$ cat config.mk
export PLATFORM = sky130hd
export DESIGN_NAME = ifu_pc_gen
export DESIGN_NICKNAME = d
export VERILOG_FILES = /design/src/rtl/ifu_pkg.sv /design/src/rtl/ifu_pc_gen.sv
export SDC_FILE = /design/constraint.sdc
export NUM_CORES = 1
export LEC_CHECK = 0
export CAP_MARGIN = 40
export CORE_MARGIN = 1
export CORE_UTILIZATION = 44
export CTS_BUF_LIST = sky130_fd_sc_hd__clkbuf_4 sky130_fd_sc_hd__clkbuf_8
export DETAILED_ROUTE_END_ITERATION = 10
export PLACE_DENSITY = 0.79
export SLEW_MARGIN = 30
export SYNTH_ARGS = -nofsm -noshare
export SYNTH_HDL_FRONTEND = slang
export SYNTH_SLANG_ARGS = --single-unit
$ cat constraint.sdc
create_clock -name clk -period 2.45 [get_ports clk]
set_clock_uncertainty 0.2 [all_clocks]
set_input_delay 0.3675 -clock clk [delete_from_list [all_inputs] [get_ports clk]]
set_output_delay 0.3675 -clock clk [all_outputs]
set_load 0.02 [all_outputs]
$ cat src/rtl/ifu_pkg.sv
// ---------------------------------------------------------------------------
// ifu_pkg
// Shared definitions for the instruction-fetch PC generator.
//   state_t  : fetch FSM state encoding (S_REQ / S_WAIT / S_HOLD)
//   RESET_PC : default fetch PC loaded by reset
//   INST_NOP : canonical NOP (addi x0,x0,0) used downstream for bubbles
// ---------------------------------------------------------------------------
package ifu_pkg;

  typedef enum logic [1:0] {
    S_REQ  = 2'd0,
    S_WAIT = 2'd1,
    S_HOLD = 2'd2
  } state_t;

  localparam logic [63:0] RESET_PC = 64'h0000_0000_8000_0000;
  localparam logic [31:0] INST_NOP = 32'h0000_0013;

endpackage

$ cat src/rtl/ifu_pc_gen.sv
// ---------------------------------------------------------------------------
// ifu_pc_gen
// Owns the architectural fetch PC, issues one instruction-memory request at a
// time and hands the fetched instruction plus its PC to the IF/ID register.
// A branch/jump redirect squashes whatever wrong-path work is in progress.
//
// Ports
//   clk, rst          : clock, synchronous active-high reset
//   pc_b_j, dnpc      : redirect request and target from the BJU
//   imem_req_*        : request channel to instruction memory (addr out)
//   imem_resp_*       : response channel from instruction memory (data in)
//   if_valid/if_ready : instruction hand-off to IF/ID, with if_pc / if_inst
//   fsm_state         : current fetch FSM state, for observation only
//
// Handshakes: every channel is valid/ready. A transfer happens on a rising
// edge where valid and ready are both 1. The address/data belonging to a
// valid is only meaningful while valid is 1.
// ---------------------------------------------------------------------------
module ifu_pc_gen #(
  parameter int                ADDR_W   = 64,
  parameter int                INST_W   = 32,
  parameter logic [ADDR_W-1:0] RESET_PC = ADDR_W'(ifu_pkg::RESET_PC)
) (
  input  logic              clk,
  input  logic              rst,
  input  logic              pc_b_j,
  input  logic [ADDR_W-1:0] dnpc,
  output logic              imem_req_valid,
  input  logic              imem_req_ready,
  output logic [ADDR_W-1:0] imem_req_addr,
  input  logic              imem_resp_valid,
  output logic              imem_resp_ready,
  input  logic [INST_W-1:0] imem_resp_data,
  output logic              if_valid,
  input  logic              if_ready,
  output logic [ADDR_W-1:0] if_pc,
  output logic [INST_W-1:0] if_inst,
  output logic [1:0]        fsm_state
);

  import ifu_pkg::*;

  state_t            state;
  logic [ADDR_W-1:0] pc;
  logic              drop;
  logic [ADDR_W-1:0] hold_pc;
  logic [INST_W-1:0] hold_inst;
  logic [ADDR_W-1:0] redirect_pc;

  // Targets are word aligned: the two low bits are ignored.
  assign redirect_pc = {dnpc[ADDR_W-1:2], 2'b00};

  always_ff @(posedge clk) begin
    if (rst) begin
      pc        <= RESET_PC;
      state     <= S_REQ;
      drop      <= 1'b0;
      hold_pc   <= '0;
      hold_inst <= '0;
    end else begin
      // Redirect wins over every other PC update below (last write wins).
      case (state)
        S_REQ: begin
          if (imem_req_ready) begin
            state <= S_WAIT;
            // Request issued with the old PC in the same cycle as a redirect:
            // its response belongs to the wrong path.
            drop  <= pc_b_j;
          end
        end
        S_WAIT: begin
          if (imem_resp_valid) begin
            if (drop || pc_b_j) begin
              drop  <= 1'b0;
              state <= S_REQ;
            end else begin
              hold_inst <= imem_resp_data;
              hold_pc   <= pc;
              pc        <= pc + ADDR_W'(4);
              state     <= S_HOLD;
            end
          end else if (pc_b_j) begin
            drop <= 1'b1;
          end
        end
        S_HOLD: begin
          // if_valid is masked by pc_b_j, so a redirect never transfers.
          if (pc_b_j || if_ready) begin
            state <= S_REQ;
          end
        end
        default: begin
          state <= S_REQ;
        end
      endcase
      if (pc_b_j) begin
        pc <= redirect_pc;
      end
    end
  end

  always_comb begin
    imem_req_valid  = 1'b0;
    imem_req_addr   = '0;
    imem_resp_ready = 1'b0;
    if_valid        = 1'b0;
    if_pc           = '0;
    if_inst         = '0;
    if (!rst) begin
      case (state)
        S_REQ: begin
          imem_req_valid = 1'b1;
          imem_req_addr  = pc;
        end
        S_WAIT: begin
          imem_resp_ready = 1'b1;
        end
        S_HOLD: begin
          if_valid = ~pc_b_j;
          if_pc    = hold_pc;
          if_inst  = hold_inst;
        end
        default: begin
          imem_req_valid = 1'b0;
        end
      endcase
    end
  end

  assign fsm_state = state;

endmodule

### After elaboration in Yosys (flattened, before gate mapping)

Cells that the tools add are included.

* register bits: 163
* input bits: 102
* word-level logic and storage cells: 54

* add/subtract/negate cells: 1
* equal/unequal tests: 8
* mux-type cells: 26
* bitwise gates (word level): 2
* reduce and logical (&&, ||, !) cells: 11

Operator list (count)
* $mux W64: 8
* $add A64 B3 Y64 const B: 1
* $mux W32: 2
* $mux W1: 10
* $reduce_and A3 Y1: 3
* $mux W2: 4
* $ne A2 B2 Y1 const B: 4
* $ne A3 B3 Y1 const B: 2
* $pmux W2 S3: 1
* $reduce_bool A2 Y1: 3
* $reduce_and A4 Y1: 1
* $eq A2 B1 Y1 const B: 1
* $eq A2 B2 Y1 const B: 1
* $logic_not A2 Y1: 1
* $logic_or A1 B1 Y1: 2
* $not A1 Y1: 2
* $pmux W1 S2: 1
* $reduce_or A2 Y1: 1

### Longest topological paths before layout

* depth in word-level cells: 5
* depth in mapped cells: 7
* depth with buffers taken out: 6

### Worst setup path before layout

Ideal clock, no wire load.

* path type: flip-flop to flip-flop
* start point: register state[0], in the netlist fsm_state[0]
* end point: register pc[54]
* library setup time: 0.091 ns
* arrival: 2.198 ns
* data required time: 2.159 ns
* slack: -0.039 ns
* cell stages (with the launch flop): 8
* path buffers: 2
* clock period less this slack: 2.489 ns
* cells stage by stage: dfxtp_1 > and4bb_2 > buf_2 > and4_1 > buf_2 > nand4_1 > or4_1 > a311oi_1

* cells in the longest elaborated chain, start to end: 3

RTL lines
* start: declaration: RTL line ifu_pc_gen.sv:43 `state_t state;`
* start signal: assignment: RTL line ifu_pc_gen.sv:56 `state <= S_REQ;`
* start signal: assignment: RTL line ifu_pc_gen.sv:65 `state <= S_WAIT;`
* start signal: assignment: RTL line ifu_pc_gen.sv:75 `state <= S_REQ;`
* $eq A2 B1 Y1: RTL line ifu_pc_gen.sv:62 `case (state)`
* $reduce_bool A2 Y1 (no source line)
* $reduce_and A3 Y1 (no source line)
* end signal: assignment: RTL line ifu_pc_gen.sv:79 `pc <= pc + ADDR_W'(4);`
* end signal: assignment: RTL line ifu_pc_gen.sv:97 `pc <= redirect_pc;`
* end: declaration: RTL line ifu_pc_gen.sv:44 `logic [ADDR_W-1:0] pc;`

Every way passes these cells.
A chain may end at the register's enable or synchronous reset.

### Worst setup path in the final report

* start point: register pc[17]
* end point: register pc[59]

* cells in the longest elaborated chain, start to end: 5

RTL lines
* $add A64 B3 Y64: RTL line ifu_pc_gen.sv:79
* $mux W64: RTL line ifu_pc_gen.sv:73 `if (drop || pc_b_j) begin`
* $mux W64: RTL line ifu_pc_gen.sv:72 `if (imem_resp_valid) begin`
* $mux W64: RTL line ifu_pc_gen.sv:62
* $mux W64: RTL line ifu_pc_gen.sv:96 `if (pc_b_j) begin`

Every way passes these cells. The select of a mux whose other input is x is not followed.

==> results.tsv <==
stage	metric	value	unit
drt	met2_length	14.2	mm
drt	via_per_inst	5.45	
synthesis	syn_avg_cell_area	7.45	um^2
worst_setup_path	arrival	2.72	ns
worst_setup_path	crit_family	simple AND/OR/NAND/NOR gates	
grt	grt_start_max_net_pins	109	
finish	synthToLayoutAreaGrowth	41.6	%
timing	slew_viol_final	0	
grt	antenna_found_initial	0	
placement	post-dp-hpwl	20.3	mm
synthesis	synth_warnings	0	
clock_tree	path_clk_slew	0.09	ns
clock_tree	clock_path_buffers	2	
worst_setup_path	regToRegEndpoint	pc[59]$_SDFFE_PP0P_	
finish	num-nets-final	1583	
clock_tree	cts_buffers	17	
clock_tree	clock_sinks	159	
clock_tree	tritoncts	yes	
clock_tree	cts_max_level	4	
min_path	hold_path.class	input pin to register	
finish	fin_area	12200	um^2
worst_setup_path	worst_setup_path_start_kind	register	
placement	io_buffers	260	
timing	max_slew_margin	57.7	%
synthesis	yosysMostFrequentCell	nand2_1	
outcome	status	finished with violations	
grt	grtUsageTotal	29.4	%
drt	routed.top_layer	met4	
die	dieArea	20100	um^2
grt	grt_pass1_wl	46.8	mm
worst_setup_path	critPathRequiredTime	2.64	ns
drt	final_antenna_net_count	0	
finish	diodes	0	
synthesis	synth_flop_cell	dfxtp_1	
worst_setup_path	crit_path_end_kind	register	
drt	routedWlPerCell	16.9	um
drt	num_vias	9553	
worst_setup_path	path_buf_inv	0	
worst_setup_path	worstSetupPathType	register to register	
synthesis	async_flop_share	0	%
timing	grt_setup_unrepaired	yes	
worst_setup_path	crit_chain	nand4_1, or4_4, or3_4, or4_4, a311oi_2	
timing	worst_slew_pin_slew	0.634	ns
synthesis	synth_top_cell_area_share	37.0	%
timing	setup_violations	1	
timing	fin_crit_sh	103	%
flow_run	maxCapViolations	0	
synthesis	synth_edf_count	0	
worst_setup_path	r2r_cells	5	
timing	fmax	395	MHz
worst_setup_path	slowest_delay	0.58	ns
synthesis	synth_seq_cells	159	
synthesis	syn_inst	1154	
drt	drt-initial-drc-count	803	
outcome	failed_checks	negative setup slack	
worst_setup_path	cp_common_cell	or4_4	
timing	min_period	2.53	ns
drt	met3_length	1.95	mm
worst_setup_path	slowest_stage	or4_4	
drt	wirelength	29.7	mm
power	cellPowerDensity	461	nW/um^2
synthesis	ys_seq_area_share	37.0	%
die	io_pins	267	
clock_tree	clockRootBuffer	clkbuf_8	
die	die_h	142	um
timing	hold_viol	0	
synthesis	netlist_area	8590	um^2
worst_setup_path	rrSetupSlack	-0.08	ns
die	fp.coreArea	18900	um^2
timing	fin_ws	-0.0788	ns
power	leakagePower	0.00486	uW
timing	fin_hold_ws	0.0672	ns
synthesis	yosysTopAreaCell	dfxtp_1	
die	die_w	142	um
synthesis	synth_cell_types	59	
finish	drive_above_1_share	27.2	%
min_path	hold_path_depth	3	
placement	gp_congestion	0.978	
min_path	min_from	pc_b_j	
min_path	whs_endpoint	pc[43]$_SDFFE_PP0P_	
drt	wl_met1	12.6	mm
clock_tree	clk_latency	0.48	ns
drt	remaining_drc_errors	0	
power	ir_worst_vdd	0.332	mV
drt	drt_pre_antenna_iters	6	
die	num_rows	50	
synthesis	yosys-top-cells-count	nand2_1 (237), dfxtp_1 (159), and2_1 (157), a21oi_1 (106), clkbuf_1 (71)	
timing	final.setup.tns	-0.0788	ns
worst_setup_path	r2r-start	pc[17]$_SDFFE_PP0P_	
clock_tree	hold_buffers	0	
grt	grt_pass1_vias	9136	
worst_setup_path	worstPathMaxFanout	4	
grt	overflow	0	
synthesis	yosys-top-cells-area	dfxtp_1 (37%), and2_1 (11%), nand2_1 (10%)	
die	initial_core_util	45.5	%
placement	placed_cell_area	12100	um^2
[state kept, by name, summed over array words and instances (netlist names)]
signal,cells
pc,62
drop,1
fsm_state,2
hold_inst,32
hold_pc,62
[cell usage in the layout, fill, tap and decap left out, types with 4 or more instances in the layout]
| cell type | instances |
|---|---|
| nand2_1 | 236 |
| and2_1 | 157 |
| dfxtp_1 | 140 |
| buf_4 | 135 |
| buf_2 | 113 |
| a21oi_1 | 106 |
| clkdlybuf4s50_1 | 99 |
| nor2_1 | 68 |
| nand4_1 | 45 |
| clkbuf_2 | 41 |
| a211oi_1 | 26 |
| xnor2_1 | 25 |
| nand3_1 | 22 |
| nor3_1 | 20 |
| a311oi_1 | 18 |
| clkbuf_8 | 17 |
| dfxtp_2 | 17 |
| or4_1 | 14 |
| nor4_1 | 11 |
| o21ai_0 | 10 |
| buf_6 | 10 |
| or3_1 | 9 |
| and3_1 | 7 |
| inv_1 | 7 |
| or4_4 | 7 |
| xor2_1 | 7 |
| buf_12 | 7 |
| and4_1 | 6 |
| o31ai_1 | 6 |
| clkinvlp_4 | 6 |
| inv_6 | 5 |
| or2_2 | 4 |
| o21a_1 | 4 |
| nor4b_1 | 4 |
| conb_1 | 4 |
| dlygate4sd2_1 | 4 |
[worst max-delay path by stage]
| stage | from | end | depth (start not counted) |
|---|---|---|---|
| 5_1_grt | pc[17]$_SDFFE_PP0P_ | pc[59]$_SDFFE_PP0P_ | 5 |
| 4_1_cts | pc[7]$_SDFFE_PP0P_ | pc[59]$_SDFFE_PP0P_ | 5 |
| 3_3_place_gp | imem_resp_valid | pc[46]$_SDFFE_PP0P_ | 6 |
| 3_5_place_dp | imem_resp_valid | pc[46]$_SDFFE_PP0P_ | 6 |
| 6_report | pc[17]$_SDFFE_PP0P_ | pc[59]$_SDFFE_PP0P_ | 5 |
| 2_1_floorplan | fsm_state[1]$_SDFFE_PP0P_ | pc[54]$_SDFFE_PP0P_ | 7 |
[stage by stage]
stage	utilization, %	std cells	power [uW]	setup slack [ns]
after floorplan	-	1157	3260	0.0204
after global placement	64.2	1703	3730	-0.397
after detailed placement	64.2	1703	3750	-0.447
after CTS	64.3	1748	5630	-0.0359
after global routing	64.4	1753	5840	-0.145
final	64.4	1753	5600	-0.0788
[what timing repair did]
action | in CTS | in global routing
cloned | 4 | 0
pin swaps | 8 | 14
gates resized for setup | 520 | 132
setup endpoints to repair | 168 | 173
setup buffers | 9 | 6
[power by group]
| part | switching (uW) | internal (uW) |
|---|---|---|
| sequential | 93.1 | 2680 |
| clock | 1100 | 813 |
| combinational | 488 | 433 |
| total | 1680 | 3930 |
[cell families after synthesis]
family | count (synthesis) | synth area share [%]
muxes | 2 | 0.233
other | 1 | 0.0436
adders and majority gates | 1 | 0.146
buffers and inverters | 116 | 6.31
xor gates and xnor gates | 32 | 3.26
and+or+nand+nor | 654 | 39.4
AOI/OAI and AO/OA | 189 | 13.5
DFF | 159 | 37.0
[worst min-delay path, stage by stage]
cell and delay (ns):
buf_2 0.18, nand2_1 0.08, a31oi_1 0.06
[cell type report]
class                   instances  area, um^2
multi-input cells             882        5090
clock buffers                  17         234
inverters                       8        30.0
flip-flops and latches        159        3210
well taps                     260         325
repair buffers                412        3130
fillers                      1700        6730
clock inverters                15         138
[per-layer routing]
layer | track usage [%] | vias up
li1 | - | 4610
met1 | 36.6 | 4479
met2 | 49.2 | 393
met3 | 6.18 | 71
met4 | 12.2 | 0
met5 | 0 | -
No activity file was read; power rests on OpenSTA's default activity.
